==> src/rtl/stack_pkg.sv <==
// Shared definitions for the stack CPU instruction-memory arbiter:
// bus width, RAM write-enable patterns and the arbiter FSM encoding.
package stack_pkg;

    localparam int         CPU_BIT_WIDTH = 32;
    localparam logic [3:0] RAM_WE_ALL    = 4'hF;
    localparam logic [3:0] RAM_WE_NONE   = 4'h0;

    typedef enum logic [1:0] {
        ST_IDLE       = 2'd0,
        ST_WRITE      = 2'd1,
        ST_FETCH_WAIT = 2'd2,
        ST_FETCH_CAPT = 2'd3
    } arb_state_e;

    function automatic logic is_fetch_state(input arb_state_e s);
        return (s == ST_FETCH_WAIT) || (s == ST_FETCH_CAPT);
    endfunction

endpackage

==> src/rtl/stack_imem_arbiter_if.sv <==
// Bundle of CPU-fetch, loader and RAM-side signals around the instruction-memory arbiter.
// slave = arbiter view, master = environment (CPU, loader, RAM) view.
interface stack_imem_arbiter_if;
    import stack_pkg::*;

    logic                     fetch_en;
    logic                     cpu_inst_complete;
    logic [CPU_BIT_WIDTH-1:0] cpu_pc_next;
    logic [CPU_BIT_WIDTH-1:0] cpu_inst;
    logic                     cpu_inst_ready;
    logic                     ld_req;
    logic [CPU_BIT_WIDTH-1:0] ld_addr;
    logic [CPU_BIT_WIDTH-1:0] ld_data;
    logic                     ld_ack;
    logic [3:0]               ram_we;
    logic [CPU_BIT_WIDTH-1:0] ram_addr;
    logic [CPU_BIT_WIDTH-1:0] ram_data_in;
    logic [CPU_BIT_WIDTH-1:0] ram_data_out;
    logic                     fetch_ovf;

    modport slave (
        input  fetch_en, cpu_inst_complete, cpu_pc_next,
               ld_req, ld_addr, ld_data, ram_data_out,
        output cpu_inst, cpu_inst_ready, ld_ack,
               ram_we, ram_addr, ram_data_in, fetch_ovf
    );

    modport master (
        output fetch_en, cpu_inst_complete, cpu_pc_next,
               ld_req, ld_addr, ld_data, ram_data_out,
        input  cpu_inst, cpu_inst_ready, ld_ack,
               ram_we, ram_addr, ram_data_in, fetch_ovf
    );

endinterface

==> src/rtl/stack_arb_starve_cnt.sv <==
// Saturating count of fetch grants issued while the loader is waiting;
// sat tells the arbiter the loader must be served next.
module stack_arb_starve_cnt #(
    parameter int MAX = 4
) (
    input  logic clk,
    input  logic rst,
    input  logic inc,
    input  logic clr,
    output logic sat
);

    localparam int            CW    = (MAX > 0) ? $clog2(MAX + 1) : 1;
    localparam logic [CW-1:0] MAX_C = CW'(MAX);

    logic [CW-1:0] cnt_q, cnt_d;

    // NOTE: combinational blocks assign a default to every output first so no latch is inferred.
    always_comb begin
        cnt_d = cnt_q;
        if (clr) begin
            cnt_d = '0;
        end else if (inc && (cnt_q != MAX_C)) begin
            cnt_d = cnt_q + CW'(1);
        end
    end

    // NOTE: sequential state uses non-blocking assignments only; blocking belongs in always_comb.
    always_ff @(posedge clk or posedge rst) begin
        if (rst) begin
            cnt_q <= '0;
        end else begin
            cnt_q <= cnt_d;
        end
    end

    assign sat = (cnt_q == MAX_C);

endmodule

==> src/rtl/stack_imem_arbiter.sv <==
// Shares the single-port instruction RAM between CPU fetches and a program loader,
// returning fetched words with a ready pulse and bounding loader starvation.
module stack_imem_arbiter
    import stack_pkg::*;
#(
    parameter int RD_LATENCY  = 1,
    parameter int LD_MAX_WAIT = 4
) (
    input logic                  clk,
    input logic                  rst,
    stack_imem_arbiter_if.slave  bus
);

    localparam int             W       = CPU_BIT_WIDTH;
    localparam int             WCW     = (RD_LATENCY > 1) ? $clog2(RD_LATENCY) : 1;
    localparam logic [WCW-1:0] WAIT_LD = WCW'(RD_LATENCY - 1);

    arb_state_e     state_q, state_d;
    logic           prev_complete_q, prev_complete_d;
    logic           fetch_pend_q, fetch_pend_d;
    logic [W-1:0]   pc_q, pc_d;
    logic [WCW-1:0] wait_cnt_q, wait_cnt_d;
    logic [W-1:0]   cpu_inst_q, cpu_inst_d;
    logic           inst_ready_q, inst_ready_d;
    logic           ld_ack_q, ld_ack_d;
    logic [3:0]     ram_we_q, ram_we_d;
    logic [W-1:0]   ram_addr_q, ram_addr_d;
    logic [W-1:0]   ram_data_in_q, ram_data_in_d;
    logic           fetch_ovf_q, fetch_ovf_d;

    logic           req_edge;
    logic           fetch_req;
    logic           fetch_go;
    logic           ld_req_eff;
    logic [W-1:0]   fetch_addr;
    logic           starve_inc;
    logic           starve_clr;
    logic           starve_sat;

    stack_arb_starve_cnt #(
        .MAX (LD_MAX_WAIT)
    ) u_starve_cnt (
        .clk (clk),
        .rst (rst),
        .inc (starve_inc),
        .clr (starve_clr),
        .sat (starve_sat)
    );

    assign req_edge   = bus.cpu_inst_complete & ~prev_complete_q;
    // A same-cycle request edge is arbitrated immediately, using the address on the bus.
    assign fetch_req  = fetch_pend_q | req_edge;
    assign fetch_addr = fetch_pend_q ? pc_q : bus.cpu_pc_next;
    assign fetch_go   = fetch_req & bus.fetch_en;
    // The loader still holds ld_req during its ack cycle; that level is stale.
    assign ld_req_eff = bus.ld_req & ~ld_ack_q;

    always_comb begin
        state_d         = state_q;
        prev_complete_d = bus.cpu_inst_complete;
        fetch_pend_d    = fetch_pend_q;
        pc_d            = pc_q;
        wait_cnt_d      = wait_cnt_q;
        cpu_inst_d      = cpu_inst_q;
        inst_ready_d    = 1'b0;
        ld_ack_d        = 1'b0;
        ram_we_d        = RAM_WE_NONE;
        ram_addr_d      = ram_addr_q;
        ram_data_in_d   = ram_data_in_q;
        fetch_ovf_d     = fetch_ovf_q;
        starve_inc      = 1'b0;
        starve_clr      = 1'b0;

        if (req_edge) begin
            fetch_pend_d = 1'b1;
            if (fetch_pend_q || is_fetch_state(state_q)) begin
                fetch_ovf_d = 1'b1;
            end else begin
                pc_d = bus.cpu_pc_next;
            end
        end

        unique case (state_q)
            ST_IDLE: begin
                if (ld_req_eff && (starve_sat || !fetch_go)) begin
                    ram_we_d      = RAM_WE_ALL;
                    ram_addr_d    = bus.ld_addr;
                    ram_data_in_d = bus.ld_data;
                    starve_clr    = 1'b1;
                    state_d       = ST_WRITE;
                end else if (fetch_go) begin
                    ram_addr_d   = fetch_addr;
                    fetch_pend_d = 1'b0;
                    wait_cnt_d   = WAIT_LD;
                    starve_inc   = ld_req_eff;
                    starve_clr   = ~ld_req_eff;
                    state_d      = ST_FETCH_WAIT;
                end else begin
                    starve_clr = ~ld_req_eff;
                end
            end
            ST_WRITE: begin
                ld_ack_d = 1'b1;
                state_d  = ST_IDLE;
            end
            ST_FETCH_WAIT: begin
                if (wait_cnt_q == '0) begin
                    state_d = ST_FETCH_CAPT;
                end else begin
                    wait_cnt_d = wait_cnt_q - WCW'(1);
                end
            end
            ST_FETCH_CAPT: begin
                cpu_inst_d   = bus.ram_data_out;
                inst_ready_d = 1'b1;
                state_d      = ST_IDLE;
            end
            default: state_d = ST_IDLE;
        endcase
    end

    always_ff @(posedge clk or posedge rst) begin
        if (rst) begin
            state_q         <= ST_IDLE;
            prev_complete_q <= 1'b0;
            fetch_pend_q    <= 1'b0;
            pc_q            <= '0;
            wait_cnt_q      <= '0;
            cpu_inst_q      <= '0;
            inst_ready_q    <= 1'b0;
            ld_ack_q        <= 1'b0;
            ram_we_q        <= RAM_WE_NONE;
            ram_addr_q      <= '0;
            ram_data_in_q   <= '0;
            fetch_ovf_q     <= 1'b0;
        end else begin
            state_q         <= state_d;
            prev_complete_q <= prev_complete_d;
            fetch_pend_q    <= fetch_pend_d;
            pc_q            <= pc_d;
            wait_cnt_q      <= wait_cnt_d;
            cpu_inst_q      <= cpu_inst_d;
            inst_ready_q    <= inst_ready_d;
            ld_ack_q        <= ld_ack_d;
            ram_we_q        <= ram_we_d;
            ram_addr_q      <= ram_addr_d;
            ram_data_in_q   <= ram_data_in_d;
            fetch_ovf_q     <= fetch_ovf_d;
        end
    end

    assign bus.cpu_inst       = cpu_inst_q;
    assign bus.cpu_inst_ready = inst_ready_q;
    assign bus.ld_ack         = ld_ack_q;
    assign bus.ram_we         = ram_we_q;
    assign bus.ram_addr       = ram_addr_q;
    assign bus.ram_data_in    = ram_data_in_q;
    assign bus.fetch_ovf      = fetch_ovf_q;

endmodule

==> src/flat_wrapper.sv <==
// flat-port wrapper written by rule: the top's interface ports become plain ports
module stack_imem_arbiter_flat import stack_pkg::*;
#(
    parameter int RD_LATENCY  = 1,
    parameter int LD_MAX_WAIT = 4
)
  (clk, rst, bus_fetch_en, bus_cpu_inst_complete, bus_cpu_pc_next, bus_ld_req, bus_ld_addr, bus_ld_data, bus_ram_data_out, bus_cpu_inst, bus_cpu_inst_ready, bus_ld_ack, bus_ram_we, bus_ram_addr, bus_ram_data_in, bus_fetch_ovf);
  stack_imem_arbiter_if bus_i ();
  input logic clk;
  input logic rst;
  input wire logic [$bits(bus_i.fetch_en)-1:0] bus_fetch_en;
  input wire logic [$bits(bus_i.cpu_inst_complete)-1:0] bus_cpu_inst_complete;
  input wire logic [$bits(bus_i.cpu_pc_next)-1:0] bus_cpu_pc_next;
  input wire logic [$bits(bus_i.ld_req)-1:0] bus_ld_req;
  input wire logic [$bits(bus_i.ld_addr)-1:0] bus_ld_addr;
  input wire logic [$bits(bus_i.ld_data)-1:0] bus_ld_data;
  input wire logic [$bits(bus_i.ram_data_out)-1:0] bus_ram_data_out;
  output wire logic [$bits(bus_i.cpu_inst)-1:0] bus_cpu_inst;
  output wire logic [$bits(bus_i.cpu_inst_ready)-1:0] bus_cpu_inst_ready;
  output wire logic [$bits(bus_i.ld_ack)-1:0] bus_ld_ack;
  output wire logic [$bits(bus_i.ram_we)-1:0] bus_ram_we;
  output wire logic [$bits(bus_i.ram_addr)-1:0] bus_ram_addr;
  output wire logic [$bits(bus_i.ram_data_in)-1:0] bus_ram_data_in;
  output wire logic [$bits(bus_i.fetch_ovf)-1:0] bus_fetch_ovf;
  assign bus_i.fetch_en = bus_fetch_en;
  assign bus_i.cpu_inst_complete = bus_cpu_inst_complete;
  assign bus_i.cpu_pc_next = bus_cpu_pc_next;
  assign bus_i.ld_req = bus_ld_req;
  assign bus_i.ld_addr = bus_ld_addr;
  assign bus_i.ld_data = bus_ld_data;
  assign bus_i.ram_data_out = bus_ram_data_out;
  assign bus_cpu_inst = bus_i.cpu_inst;
  assign bus_cpu_inst_ready = bus_i.cpu_inst_ready;
  assign bus_ld_ack = bus_i.ld_ack;
  assign bus_ram_we = bus_i.ram_we;
  assign bus_ram_addr = bus_i.ram_addr;
  assign bus_ram_data_in = bus_i.ram_data_in;
  assign bus_fetch_ovf = bus_i.fetch_ovf;
  stack_imem_arbiter #(.RD_LATENCY(RD_LATENCY), .LD_MAX_WAIT(LD_MAX_WAIT)) u_core (.clk(clk), .rst(rst), .bus(bus_i));
endmodule
==> config.mk <==
export PLATFORM = sky130hd
export DESIGN_NAME = stack_imem_arbiter_flat
export DESIGN_NICKNAME = d
export VERILOG_FILES = /design/src/rtl/stack_pkg.sv /design/src/rtl/stack_imem_arbiter_if.sv /design/src/rtl/stack_arb_starve_cnt.sv /design/src/rtl/stack_imem_arbiter.sv /design/src/flat_wrapper.sv
export SDC_FILE = /design/constraint.sdc
export NUM_CORES = 1
export LEC_CHECK = 0
export CAP_MARGIN = 40
export CORE_ASPECT_RATIO = 0.6
export CORE_MARGIN = 4
export CORE_UTILIZATION = 31
export DETAILED_ROUTE_END_ITERATION = 8
export PLACE_DENSITY_LB_ADDON = 0.25
export SLEW_MARGIN = 20
export SYNTH_ARGS = -nofsm -noshare
export SYNTH_HDL_FRONTEND = slang
export SYNTH_SLANG_ARGS = --single-unit
==> constraint.sdc <==
create_clock -name clk -period 4.4 [get_ports clk]
set_input_delay 0.88 -clock clk [delete_from_list [all_inputs] [get_ports clk]]
set_output_delay 0.88 -clock clk [all_outputs]
set_load 0.005 [all_outputs]
Word-level counts from Yosys, hierarchy flattened
Cells that the tools add are included.
Operators by class
  eq/ne operators: 9
  reduce and logical (&&, ||, !) cells: 17
  bitwise logic cells: 8
  $add $sub $neg: 2
  mux-type cells: 26
Operator list (count)
  2-to-1 mux 32 bit: 3
  2-to-1 mux 1 bit: 14
  AND reduction 2 bit: 5
  2-to-1 mux 4 bit: 2
  2-to-1 mux 2 bit: 3
  2-to-1 mux 3 bit: 2
  one-hot mux 2 bit (3 select lines): 1
  nonzero test 2 bit: 3
  == test 2 bit, second input constant: 2
  != test 2 bit, second input constant: 2
  NOT 1 bit: 4
  adder 3 x 1 -> 3 bit, second input constant: 1
  AND 1 bit: 3
  == test 3 bit, second input constant: 1
  logical OR 1 bit: 3
  != test 3 x 1 -> 1 bit, second input constant: 1
  != test 3 bit, second input constant: 1
  AND reduction 3 bit: 1
  == test 2 x 1 -> 1 bit, second input constant: 1
  logical AND 1 bit: 2
  zero test 2 bit: 1
  != test 2 x 1 -> 1 bit, second input constant: 1
  one-hot mux 1 bit (2 select lines): 1
  OR reduction 2 bit: 1
  other kinds (3): 3
Word-level totals
  bits of input ports: 133
  word-level logic and storage cells: 75
  register bits after elaboration: 143
  output and inout bits: 103

Longest topological paths before layout
Gate-level depths: netlist (run 1).
  word-level depth: 12
  mapped depth: 7
  gate-level depth less buffers: 5

Cells and area by module
A second synthesis (run 1) with hierarchy kept.
Second synthesis, totals
  cell total of the unflattened synthesis: 483
  area total of the unflattened synthesis: 6223.5 sq um
By module, submodules not included
  stack_imem_arbiter: sequential area each 3403.3 sq um, area an instance 6022.0 sq um, cells an instance 464, times used 1
  stack_arb_starve_cnt: sequential area each 75.1 sq um, area an instance 201.4 sq um, cells an instance 19, times used 1

Worst setup path after synthesis (run 1)
OpenSTA, ideal clock, no wires.
  path kind: input to register
  from: in bus_ld_req
  to: reg u_core.ram_data_in_q[10] (netlist: u_core.bus.ram_data_in[10])
  buffers on the path: 2
  setup slack: 2226 ps
  arrival time: 2050 ps
  required time: 4275 ps
  stages: 6
  library setup time: 125 ps
  cells stage by stage: nand2b_1 -> or3_1 -> buf_4 -> nor2_8 -> buf_6 -> mux2_2
On the way
  cells in the longest elaborated chain, start to end: 3
RTL lines
  from (decl): line flat_wrapper.sv:14  | input wire logic [$bits(bus_i.ld_req)-1:0] bus_ld_req;
  AND 1 bit: line stack_imem_arbiter.sv:56  | assign ld_req_eff = bus.ld_req & ~ld_ack_q;
  logical AND 1 bit: line stack_imem_arbiter.sv:85  | if (ld_req_eff && (starve_sat || !fetch_go)) begin
  AND reduction 2 bit (no source line)
  to (signal assigned): line stack_imem_arbiter.sv:147  | ram_data_in_q <= ram_data_in_d;
  to (decl): line stack_imem_arbiter.sv:28  | logic [W-1:0] ram_data_in_q, ram_data_in_d;
Every way passes these cells.
A chain may end at the register's enable or synchronous reset.

Final worst setup path (run 1)
  from: in bus_ld_req
  to: reg u_core.ram_data_in_q[17] (netlist: u_core.bus.ram_data_in[17])
The elaborated chain is that of the path after synthesis.

==> results.py, run 1 <==
metrics = {
    "grt": {
        "grt.busiest_layer": "met2",
        "grt_max_degree": 68,
        "grt_use_total": 0.157,
        "first_global_vias": 5159,
        "grt_pass1_wl_um": 28100,
        "grt_use_met2": 0.237,
        "grtUsageMet3": 0.0717,
        "antenna_found_initial": 1,
        "gr-total-overflow": 0,
        "grtUsageMet1": 0.203,
    },
    "drt": {
        "drc": 0,
        "wl_um": 17500,
        "wire_per_inst_um": 17.8,
        "drtIter0Drc": 188,
        "ant_nets": 0,
        "firstDrtPassIters": 4,
        "avgViaCountPerCell": 4.75,
        "vias": 4653,
    },
    "die": {
        "pin_count": 236,
        "dieArea_mm2": 0.0225,
        "coreArea_mm2": 0.0194,
        "rows": 39,
        "die_x_um": 191,
        "die_y_um": 118,
        "initial_core_util": 0.321,
    },
    "sta": {
        "post-route-period-util": 0.613,
        "slew_viol_final": 0,
        "slew_headroom": 0.576,
        "finalSetupTns_ns": 0,
        "clock_skew_ns": 0.00818,
        "max_freq_mhz": 371,
        "min_period_ns": 2.70,
        "rsz0062_at_grt": "no",
        "worst_slew_pin_slew_ns": 0.636,
        "finalHoldViolations": 0,
        "setup-violations-final": 0,
    },
    "run": {
        "maxCapViolCount": 0,
    },
    "synthesis": {
        "yosys.area.top_type": "dfrtp_1",
        "syn_avg_cell_area_um2": 13.1,
        "synth_cell_types": 32,
        "ys_ff_latch": 139,
        "syn_inst": 474,
        "yosysWarnings": 0,
        "netlist_area_mm2": 0.00622,
        "ys_seq_area_frac": 0.559,
        "syn-num-nets": 609,
        "synth_top_area_frac": 0.559,
        "netlist_top_cells_area": "dfrtp_1, mux2_2, mux2i_1, a31o_1, or3_1",
    },
    "worst_setup_path": {
        "crit_arrival_ns": 3.00,
        "path_delay_family": "simple AND/OR/NAND/NOR gates",
        "crit_chain": "clkdlybuf4s50_1, nand2b_2, or3_1, nor2_8, mux2_2",
        "path_class": "input pin to register",
        "critPathMaxStageDelay_ns": 0.59,
        "slowest_stage": "or3_1",
        "crit_fanout": 33,
        "worstSetupStartpointType": "input pin",
        "worstPathRequired_ns": 4.70,
        "path_buf_inv": 1,
        "cp-end-kind": "register",
    },
    "clock_network": {
        "postCtsSetupBuffers": 0,
        "post_cts_resized": 0,
        "root_buffer": "clkbuf_16",
        "clk_pin_slew_worst_paths_ns": 0.06,
        "clock_path_buffers": 2,
        "tritoncts_num_sinks": 139,
        "numCtsBuffers": 17,
        "cts_tree": "built",
        "cts_hold_buf": 0,
        "clock_latency_ns": 0.42,
        "h-tree-depth": 4,
    },
    "placed_design": {
        "port_buffers": 235,
        "placed_cell_area_mm2": 0.00878,
        "place_congestion": 0.787,
        "place_hpwl_um": 12200,
    },
    "cells_and_area": {
        "area_growth_pct": 51.1,
        "drive_gt1_frac": 0.208,
        "stdcell_area_mm2": 0.00941,
        "diodes": 0,
        "fin_nets": 835,
    },
    "pwr": {
        "p_per_area_mw_per_mm2": 692,
        "p_leak_nw": 3.95,
        "peakVddDrop_v": 0.000302,
        "fin_total_pwr_w": 0.00651,
    },
    "hold_path": {
        "hold_path.class": "register to register",
    },
    "run_status": {
        "status": "finished, final reports clean",
    },
}
==> final timing paths <==
path / start / end / slack [ns] / depth (start not counted)
setup / recovery: bus_ld_req / u_core.bus.ram_data_in[17] / 1.70 / 5
hold reg to reg: u_core.bus.ram_data_in[9] / u_core.bus.ram_data_in[9] / 0.50 / 1
hold / removal: u_core.bus.ram_data_in[9] / u_core.bus.ram_data_in[9] / 0.50 / 1
min in group asynchronous: rst / u_core.bus.ram_addr[13] / 0.83 / 2
setup reg to reg: u_core.fetch_pend_q / u_core.bus.ram_data_in[17] / 1.99 / 6
max in group asynchronous: rst / u_core.bus.ram_data_in[15] / 2.76 / 4
==> Yosys cell counts <==
| library cell | count |
|---|---|
| o41ai_1 | 1 |
| nor2b_1 | 3 |
| o21ai_0 | 25 |
| buf_1 | 3 |
| ha_1 | 2 |
| buf_4 | 5 |
| nor2_8 | 1 |
| mux2_2 | 96 |
| a221oi_4 | 1 |
| clkbuf_2 | 1 |
| nand2_1 | 2 |
| a21oi_1 | 1 |
| nor2_1 | 3 |
| buf_6 | 7 |
| or3_1 | 33 |
| a211o_1 | 1 |
| o211ai_1 | 2 |
| nor3_1 | 1 |
| dfrtp_1 | 139 |
| inv_2 | 1 |
| inv_1 | 7 |
| a31o_1 | 32 |
| a22o_1 | 1 |
| buf_2 | 14 |
| and3_1 | 32 |
| mux2i_1 | 32 |
| clkbuf_1 | 11 |
| o21ai_1 | 10 |
| o21bai_1 | 2 |
| o22ai_1 | 2 |
| nand2b_1 | 2 |
| a21boi_0 | 1 |
==> cells in the final DEF (no fill, tap or decap), types with 2 or more instances in the layout <==
| cell type | n |
|---|---|
| clkinvlp_4 | 6 |
| nor2b_1 | 3 |
| and3_1 | 32 |
| o21ai_0 | 25 |
| mux2i_1 | 32 |
| nand2_1 | 2 |
| clkdlybuf4s50_1 | 235 |
| clkinv_4 | 2 |
| inv_1 | 6 |
| o22ai_1 | 2 |
| clkbuf_16 | 17 |
| a31o_1 | 32 |
| nor2_1 | 3 |
| or3_1 | 33 |
| o21ai_1 | 10 |
| o21bai_1 | 2 |
| buf_4 | 11 |
| inv_6 | 5 |
| bufinv_16 | 2 |
| o211ai_1 | 2 |
| dfrtp_1 | 138 |
| ha_1 | 2 |
| mux2_2 | 96 |
==> report_power, final <==
| group | switching, W | internal (W) |
|---|---|---|
| clock | 0.000591 | 0.000860 |
| sequential | 0.000342 | 0.00191 |
| combinational | 0.00106 | 0.00174 |
| total | 0.00199 | 0.00452 |
==> through the flow <==
| step | std cells | worst slack, ns | utilization | hold WS [ns] |
|---|---|---|---|---|
| 6_report | 979 | 1.70 | 0.486 | 0.503 |
| 5_1_grt | 979 | 1.61 | 0.486 | 0.513 |
| 4_1_cts | 978 | 1.70 | 0.484 | 0.507 |
| 3_5_place_dp | 946 | 1.24 | 0.453 | 0.477 |
| 3_3_place_gp | 946 | 1.29 | 0.453 | 0.469 |
| 2_1_floorplan | 474 | 1.78 | - | 0.465 |
==> kinds of logic (layout without fill, tap and decap cells) <==
group | Yosys count | in the layout | synth area share
AO/OA/AOI/OAI | 79 | 79 | 0.0905
adder cells (fa/ha/maj) | 2 | 2 | 0.00402
buffers and inverters | 49 | 288 | 0.0440
flip-flops | 139 | 139 | 0.559
multiplexers | 128 | 128 | 0.225
AND/OR/NAND/NOR | 77 | 77 | 0.0774
==> routing by layer <==
| metal | up-vias | share of wire |
|---|---|---|
| met5 | - | 0.00040 |
| li1 | 2181 | - |
| met4 | 2 | 0.011 |
| met1 | 2281 | 0.44 |
| met3 | 23 | 0.096 |
| met2 | 166 | 0.45 |
==> cell type report <==
type	count	area, um^2
well taps	266	333
flip-flops and latches	139	3480
fillers	1713	9970
multi-input cells	286	2480
clock inverters	14	159
inverters	8	33.8
repair buffers	248	2480
clock buffers	18	439
==> sequential cells by signal, summed over array words and instances (netlist names) <==
name	count
u_core.state_q	2
u_core.bus.ld_ack	1
u_core.bus.cpu_inst	32
u_core.prev_complete_q	1
u_core.bus.fetch_ovf	1
u_core.bus.ram_data_in	32
u_core.bus.ram_addr	32
u_core.bus.cpu_inst_ready	1
u_core.bus.ram_we	1
u_core.u_starve_cnt.cnt_q	3
u_core.fetch_pend_q	1
u_core.pc_q	32
==> worst reg2reg max path, delay by kind of cell, from the launching register on <==
kind,cells,cell delay [ns]
buffers and inverters,3,1.07
flip-flops,1,0.36
multiplexers,1,0.36
AO/OA/AOI/OAI,1,0.32
AND/OR/NAND/NOR,1,0.19
Note: power is estimated with default switching activity, not from simulation.
==> run 2: changes to the inputs <==
==> constraint.sdc (replaced) <==
create_clock -name clk -period 2.3 [get_ports clk]
set_input_delay 0.46 -clock clk [delete_from_list [all_inputs] [get_ports clk]]
set_output_delay 0.46 -clock clk [all_outputs]
set_load 0.005 [all_outputs]
==> run 2 against run 1 <==
Hold slack got worse by 0.0029 ns. First-iteration DRC count down 15%. Global-route usage barely moved. Clock skew down 0.0014 ns. Setup slack worse by 1.3 ns. Routed wire length is 0.59% higher. Final cell count up 0.92%. Total power grew 96%. Sequential power increased by 91%. Non-clock buffer count increased by 9. Register-to-register slack got worse by 1.6 ns. Sequential share of layout area fell by 0.51 points. Critical endpoint is now u_core.bus.ram_data_in[11]. Largest cell class unchanged. Highest routed layer is now met4.
==> results.py, run 2 (same netlist as run 1, synthesis figures left out) <==
metrics = {
    "pwr": {
        "peakVddDrop_v": 0.000552,
        "p_leak_nw": 4.04,
        "p_per_area_mw_per_mm2": 1340,
    },
    "clock_network": {
        "tritoncts_num_sinks": 139,
        "numCtsBuffers": 17,
        "h-tree-depth": 4,
        "cts_hold_buf": 0,
        "root_buffer": "clkbuf_16",
        "clock_path_buffers": 2,
        "clock_latency_ns": 0.41,
        "postCtsSetupBuffers": 0,
        "post_cts_resized": 0,
        "cts_tree": "built",
        "clk_pin_slew_worst_paths_ns": 0.06,
    },
    "drt": {
        "drtIter0Drc": 159,
        "ant_nets": 0,
        "wire_per_inst_um": 17.8,
        "firstDrtPassIters": 4,
        "avgViaCountPerCell": 4.79,
        "drc": 0,
        "wl_um": 17600,
        "vias": 4734,
    },
    "worst_setup_path": {
        "worst_path_most_repeated_cell": "buf_12",
        "crit_chain": "inv_1, ha_1, a221oi_4, buf_12, nor2_8, buf_12, mux2_2",
        "worstPathRequired_ns": 2.59,
        "worstSetupStartpointType": "register",
        "slowest_stage": "dfrtp_1",
        "crit_arrival_ns": 2.19,
        "path_class": "register to register",
        "critPathMaxStageDelay_ns": 0.38,
        "cp-end-kind": "register",
        "crit_fanout": 38,
    },
    "die": {
        "dieArea_mm2": 0.0225,
        "rows": 39,
        "die_y_um": 118,
        "coreArea_mm2": 0.0194,
        "pin_count": 236,
        "initial_core_util": 0.321,
        "die_x_um": 191,
    },
    "sta": {
        "setup-violations-final": 0,
        "clock_skew_ns": 0.00682,
        "post-route-period-util": 0.826,
        "rsz0062_at_grt": "no",
        "finalSetupTns_ns": 0,
        "worst_slew_pin_slew_ns": 0.447,
        "setup_ws_ns": 0.401,
        "max_freq_mhz": 527,
        "slew_headroom": 0.699,
        "finalHoldViolations": 0,
        "min_period_ns": 1.90,
        "slew_viol_final": 0,
    },
    "cells_and_area": {
        "layout_common_cells": "clkdlybuf4s50_1, dfrtp_1, mux2_2",
        "seq_area_mm2": 0.00348,
        "multi_input_area_mm2": 0.00248,
        "diodes": 0,
        "drive_gt1_frac": 0.217,
        "fin_nets": 844,
        "area_growth_pct": 53.3,
        "layout_commonest_cell": "clkdlybuf4s50_1",
        "n_fill_cell": 1736,
    },
    "grt": {
        "gr-total-overflow": 0,
        "first_global_vias": 5264,
        "grt_max_degree": 80,
        "antenna_found_initial": 0,
        "grt_pass1_wl_um": 28200,
        "grt_use_total": 0.157,
    },
    "placed_design": {
        "place_hpwl_um": 12400,
        "port_buffers": 235,
        "place_congestion": 0.790,
        "pre_cts_ws_ns": -0.0293,
    },
    "hold_path": {
        "hold_path.class": "register to register",
    },
    "run": {
        "maxCapViolCount": 0,
    },
    "run_status": {
        "status": "finished, final reports clean",
    },
}
run 2: final timing paths:
check	startpoint	end	slack [ns]	depth (start not counted)
worst max register to register	u_core.u_starve_cnt.cnt_q[0]	u_core.bus.ram_data_in[11]	0.40	7
min in group asynchronous	rst	u_core.u_starve_cnt.cnt_q[1]	0.56	3
worst max-delay path	u_core.u_starve_cnt.cnt_q[0]	u_core.bus.ram_data_in[11]	0.40	7
worst min register to register	u_core.bus.cpu_inst[19]	u_core.bus.cpu_inst[19]	0.50	1
max in group asynchronous	rst	u_core.bus.ram_addr[11]	1.39	3
worst min-delay path	u_core.bus.cpu_inst[19]	u_core.bus.cpu_inst[19]	0.50	1
run 2: report_power, final:
group	internal [W]	leakage [nW]	switching, W
logic	0.00343	2.05	0.00204
clock network	0.00193	0.319	0.00103
registers	0.00366	1.67	0.000656
run 2: layout make-up:
class / instances / area share
inverter: 8 / 0.00354
tap: 266 / 0.0349
multi-input combinational: 286 / 0.260
clock buffer: 21 / 0.0504
clock inverter: 11 / 0.0173
timing repair buffer: 257 / 0.269
sequential: 139 / 0.365
run 2: worst max-delay path, delay by kind of cell, from the launching register on:
| kind | cells | cell delay [ns] |
|---|---|---|
| AOI/OAI and AO/OA | 1 | 0.34 |
| buffers and inverters | 3 | 0.45 |
| DFF | 1 | 0.38 |
| muxes | 1 | 0.29 |
| adders and majority gates | 1 | 0.25 |
| and+or+nand+nor | 1 | 0.04 |
run 2: per-layer routing:
layer / up-vias / part of all wire / GRT usage
met3: 13 / 0.099 / 0.0697
li1: 2195 / - / -
met1: 2363 / 0.44 / 0.197
met5: - / 0 / 0
met2: 163 / 0.45 / 0.245
met4: 0 / 0.0099 / 0.0435
run 2: stage by stage:
step	util	power (W)	cells	hold slack (ns)	cell area, um^2
finish	0.492	0.0127	988	0.501	9540
global route	0.492	0.0136	988	0.521	9540
CTS	0.492	0.0129	988	0.507	9540
detailed placement	0.459	0.00987	956	0.491	8890
global placement	0.459	0.00968	956	0.474	8890
floorplan	-	0.00708	474	0.465	6230
==> run 3: changes to the inputs <==
==> constraint.sdc (replaced) <==
create_clock -name clk -period 1.98 [get_ports clk]
set_input_delay 0.396 -clock clk [delete_from_list [all_inputs] [get_ports clk]]
set_output_delay 0.396 -clock clk [all_outputs]
set_load 0.005 [all_outputs]
==> run 3 against run 2 <==
Combinational power rose by 20%. Non-clock buffer count rose by 13. Core utilization rose by 0.91 points. Design area rose by 1.8%. Sequential power rose by 15%. Via count fell by 0.21%. Final cell count rose by 1.3%. Total power rose by 17%. Critical path depth did not move. Clock-buffer cell count fell by 3. Hold slack got worse by 0.25 ns. Routed wire length rose by 0.69%. Critical path type unchanged. Critical endpoint is now u_core.bus.ram_data_in[22].
==> results.py, run 3 (same netlist as run 1, synthesis figures left out) <==
metrics = {
    "worst_setup_path": {
        "worst_path_most_repeated_cell": "buf_12",
        "path_class": "register to register",
        "crit_fanout": 27,
        "crit_arrival_ns": 2.19,
        "crit_chain": "inv_1, ha_2, a221oi_4, buf_12, nor2_8, buf_12, mux2_2",
        "worstSetupStartpointType": "register",
        "rrSetupSlack_ns": 0.09,
        "worstPathRequired_ns": 2.28,
        "r2r-end": "u_core.bus.ram_data_in[22]",
        "cp-end-kind": "register",
        "r2r_start": "u_core.u_starve_cnt.cnt_q[0]",
        "slowest_stage": "a221oi_4",
        "path_buf_inv": 3,
        "critPathMaxStageDelay_ns": 0.41,
        "path_delay_family": "buffers and inverters",
        "reg2regPathDepth": 7,
    },
    "run": {
        "maxCapViolCount": 0,
    },
    "sta": {
        "slew_headroom": 0.687,
        "max_freq_mhz": 529,
        "slew_viol_final": 0,
        "setup-violations-final": 0,
        "hold_ws_ns": 0.250,
        "finalSetupTns_ns": 0,
        "finalHoldViolations": 0,
        "min_period_ns": 1.89,
        "setup_ws_ns": 0.0914,
        "clock_skew_ns": 0.00840,
        "post-route-period-util": 0.954,
        "worst_slew_pin_slew_ns": 0.464,
    },
    "placed_design": {
        "dp.cells": 964,
        "port_buffers": 235,
        "place_hpwl_um": 12600,
        "place_congestion": 0.773,
        "pre_cts_ws_ns": -0.273,
    },
    "grt": {
        "grt_pass1_wl_um": 27800,
        "antenna_found_initial": 0,
        "grt_max_degree": 49,
        "first_global_vias": 5050,
        "gr-total-overflow": 0,
        "grt_use_total": 0.155,
    },
    "pwr": {
        "p_leak_nw": 4.11,
        "p_per_area_mw_per_mm2": 1540,
        "peakVddDrop_v": 0.000776,
    },
    "clock_network": {
        "numCtsBuffers": 17,
        "clk_pin_slew_worst_paths_ns": 0.06,
        "cts_hold_buf": 0,
        "tritoncts_num_sinks": 139,
        "clock_latency_ns": 0.42,
        "clock_path_buffers": 2,
        "root_buffer": "clkbuf_16",
        "cts_tree": "built",
        "h-tree-depth": 4,
    },
    "die": {
        "die_y_um": 118,
        "die_x_um": 191,
        "dieArea_mm2": 0.0225,
        "pin_count": 236,
        "initial_core_util": 0.321,
        "coreArea_mm2": 0.0194,
        "rows": 39,
    },
    "drt": {
        "drc": 0,
        "ant_nets": 0,
        "firstDrtPassIters": 4,
        "vias": 4724,
        "wl_um": 17700,
        "avgViaCountPerCell": 4.72,
        "wire_per_inst_um": 17.7,
        "drtIter0Drc": 188,
    },
    "hold_path": {
        "hold_path.class": "input pin to asynchronous set/reset pin",
    },
    "run_status": {
        "status": "finished, final reports clean",
    },
    "cells_and_area": {
        "drive_gt1_frac": 0.233,
        "layout_common_cells": "clkdlybuf4s50_1, dfrtp_1, mux2_2",
        "diodes": 0,
        "area_growth_pct": 56.1,
        "n_fill_cell": 1744,
        "layout_commonest_cell": "clkdlybuf4s50_1",
        "final_cells": 1001,
        "fin_nets": 857,
    },
}
==> run 3: cell count changes in the layout (fill, tap and decap cells not counted), moves of 2 or more <==
cell,change
clkbuf_16,+2
buf_4,+6
clkbuf_8,-3
buf_12,+4
clkinv_2,-2
inv_6,+2
clkinvlp_4,+4
==> run 3: power breakdown <==
group / switching [W] / leakage [nW] / internal [W] / total (W)
combinational: 0.00242 / 2.15 / 0.00416 / 0.00658
sequential: 0.000722 / 1.67 / 0.00425 / 0.00497
clock: 0.00128 / 0.295 / 0.00215 / 0.00342
total: 0.00442 / 4.11 / 0.0106 / 0.0150
==> run 3: worst register-to-register path, stage by stage (launching register included) <==
cell      delay [ns]
dfrtp_1         0.39
inv_1           0.06
ha_2            0.21
a221oi_4        0.41
buf_12          0.20
nor2_8          0.05
buf_12          0.17
mux2_2          0.30
==> run 3: final cells by class <==
class | instances | area, um^2 | share of cell area
tap | 266 | 333 | 0.0343
inverter | 8 | 33.8 | 0.00348
clock inverter | 14 | 194 | 0.0200
multi-input combinational | 286 | 2480 | 0.255
clock buffer | 18 | 439 | 0.0452
sequential | 139 | 3480 | 0.358
timing repair buffer | 270 | 2750 | 0.283
==> run 3: what timing repair did <==
item                       4_1_cts  5_1_grt
setup endpoints to repair        0       28
setup buffers                    0        3
gates resized for setup          0        2
==> run 3: worst max path at each step <==
stage                                      start                    endpoint  slack, ns  cells after the start
floorplan                                    rst      u_core.bus.cpu_inst[0]      -0.15                      1
global placement                      bus_ld_req  u_core.bus.ram_data_in[10]      -0.24                      6
detailed placement                    bus_ld_req  u_core.bus.ram_data_in[25]      -0.27                      6
CTS                 u_core.u_starve_cnt.cnt_q[0]   u_core.bus.ram_data_in[2]        0.1                      7
global route        u_core.u_starve_cnt.cnt_q[0]  u_core.bus.ram_data_in[11]     -0.001                      7
finish              u_core.u_starve_cnt.cnt_q[0]  u_core.bus.ram_data_in[22]       0.09                      7
==> run 3: layer usage <==
layer / vias up / wire (um) / GRT usage
li1: 2218 / - / -
met1: 2349 / 8240 / 0.209
met2: 141 / 7700 / 0.228
met3: 16 / 1600 / 0.0720
met4: 0 / 148 / 0.0386
met5: - / 0 / 0
==> run 3: through the flow <==
stage | total power, W | utilization | instance area (um^2)
after floorplan | 0.00822 | - | 6230
after CTS | 0.0151 | 0.497 | 9640
after detailed placement | 0.0116 | 0.465 | 9000
after global routing | 0.0160 | 0.501 | 9710
final | 0.0150 | 0.501 | 9710
after global placement | 0.0114 | 0.465 | 9000
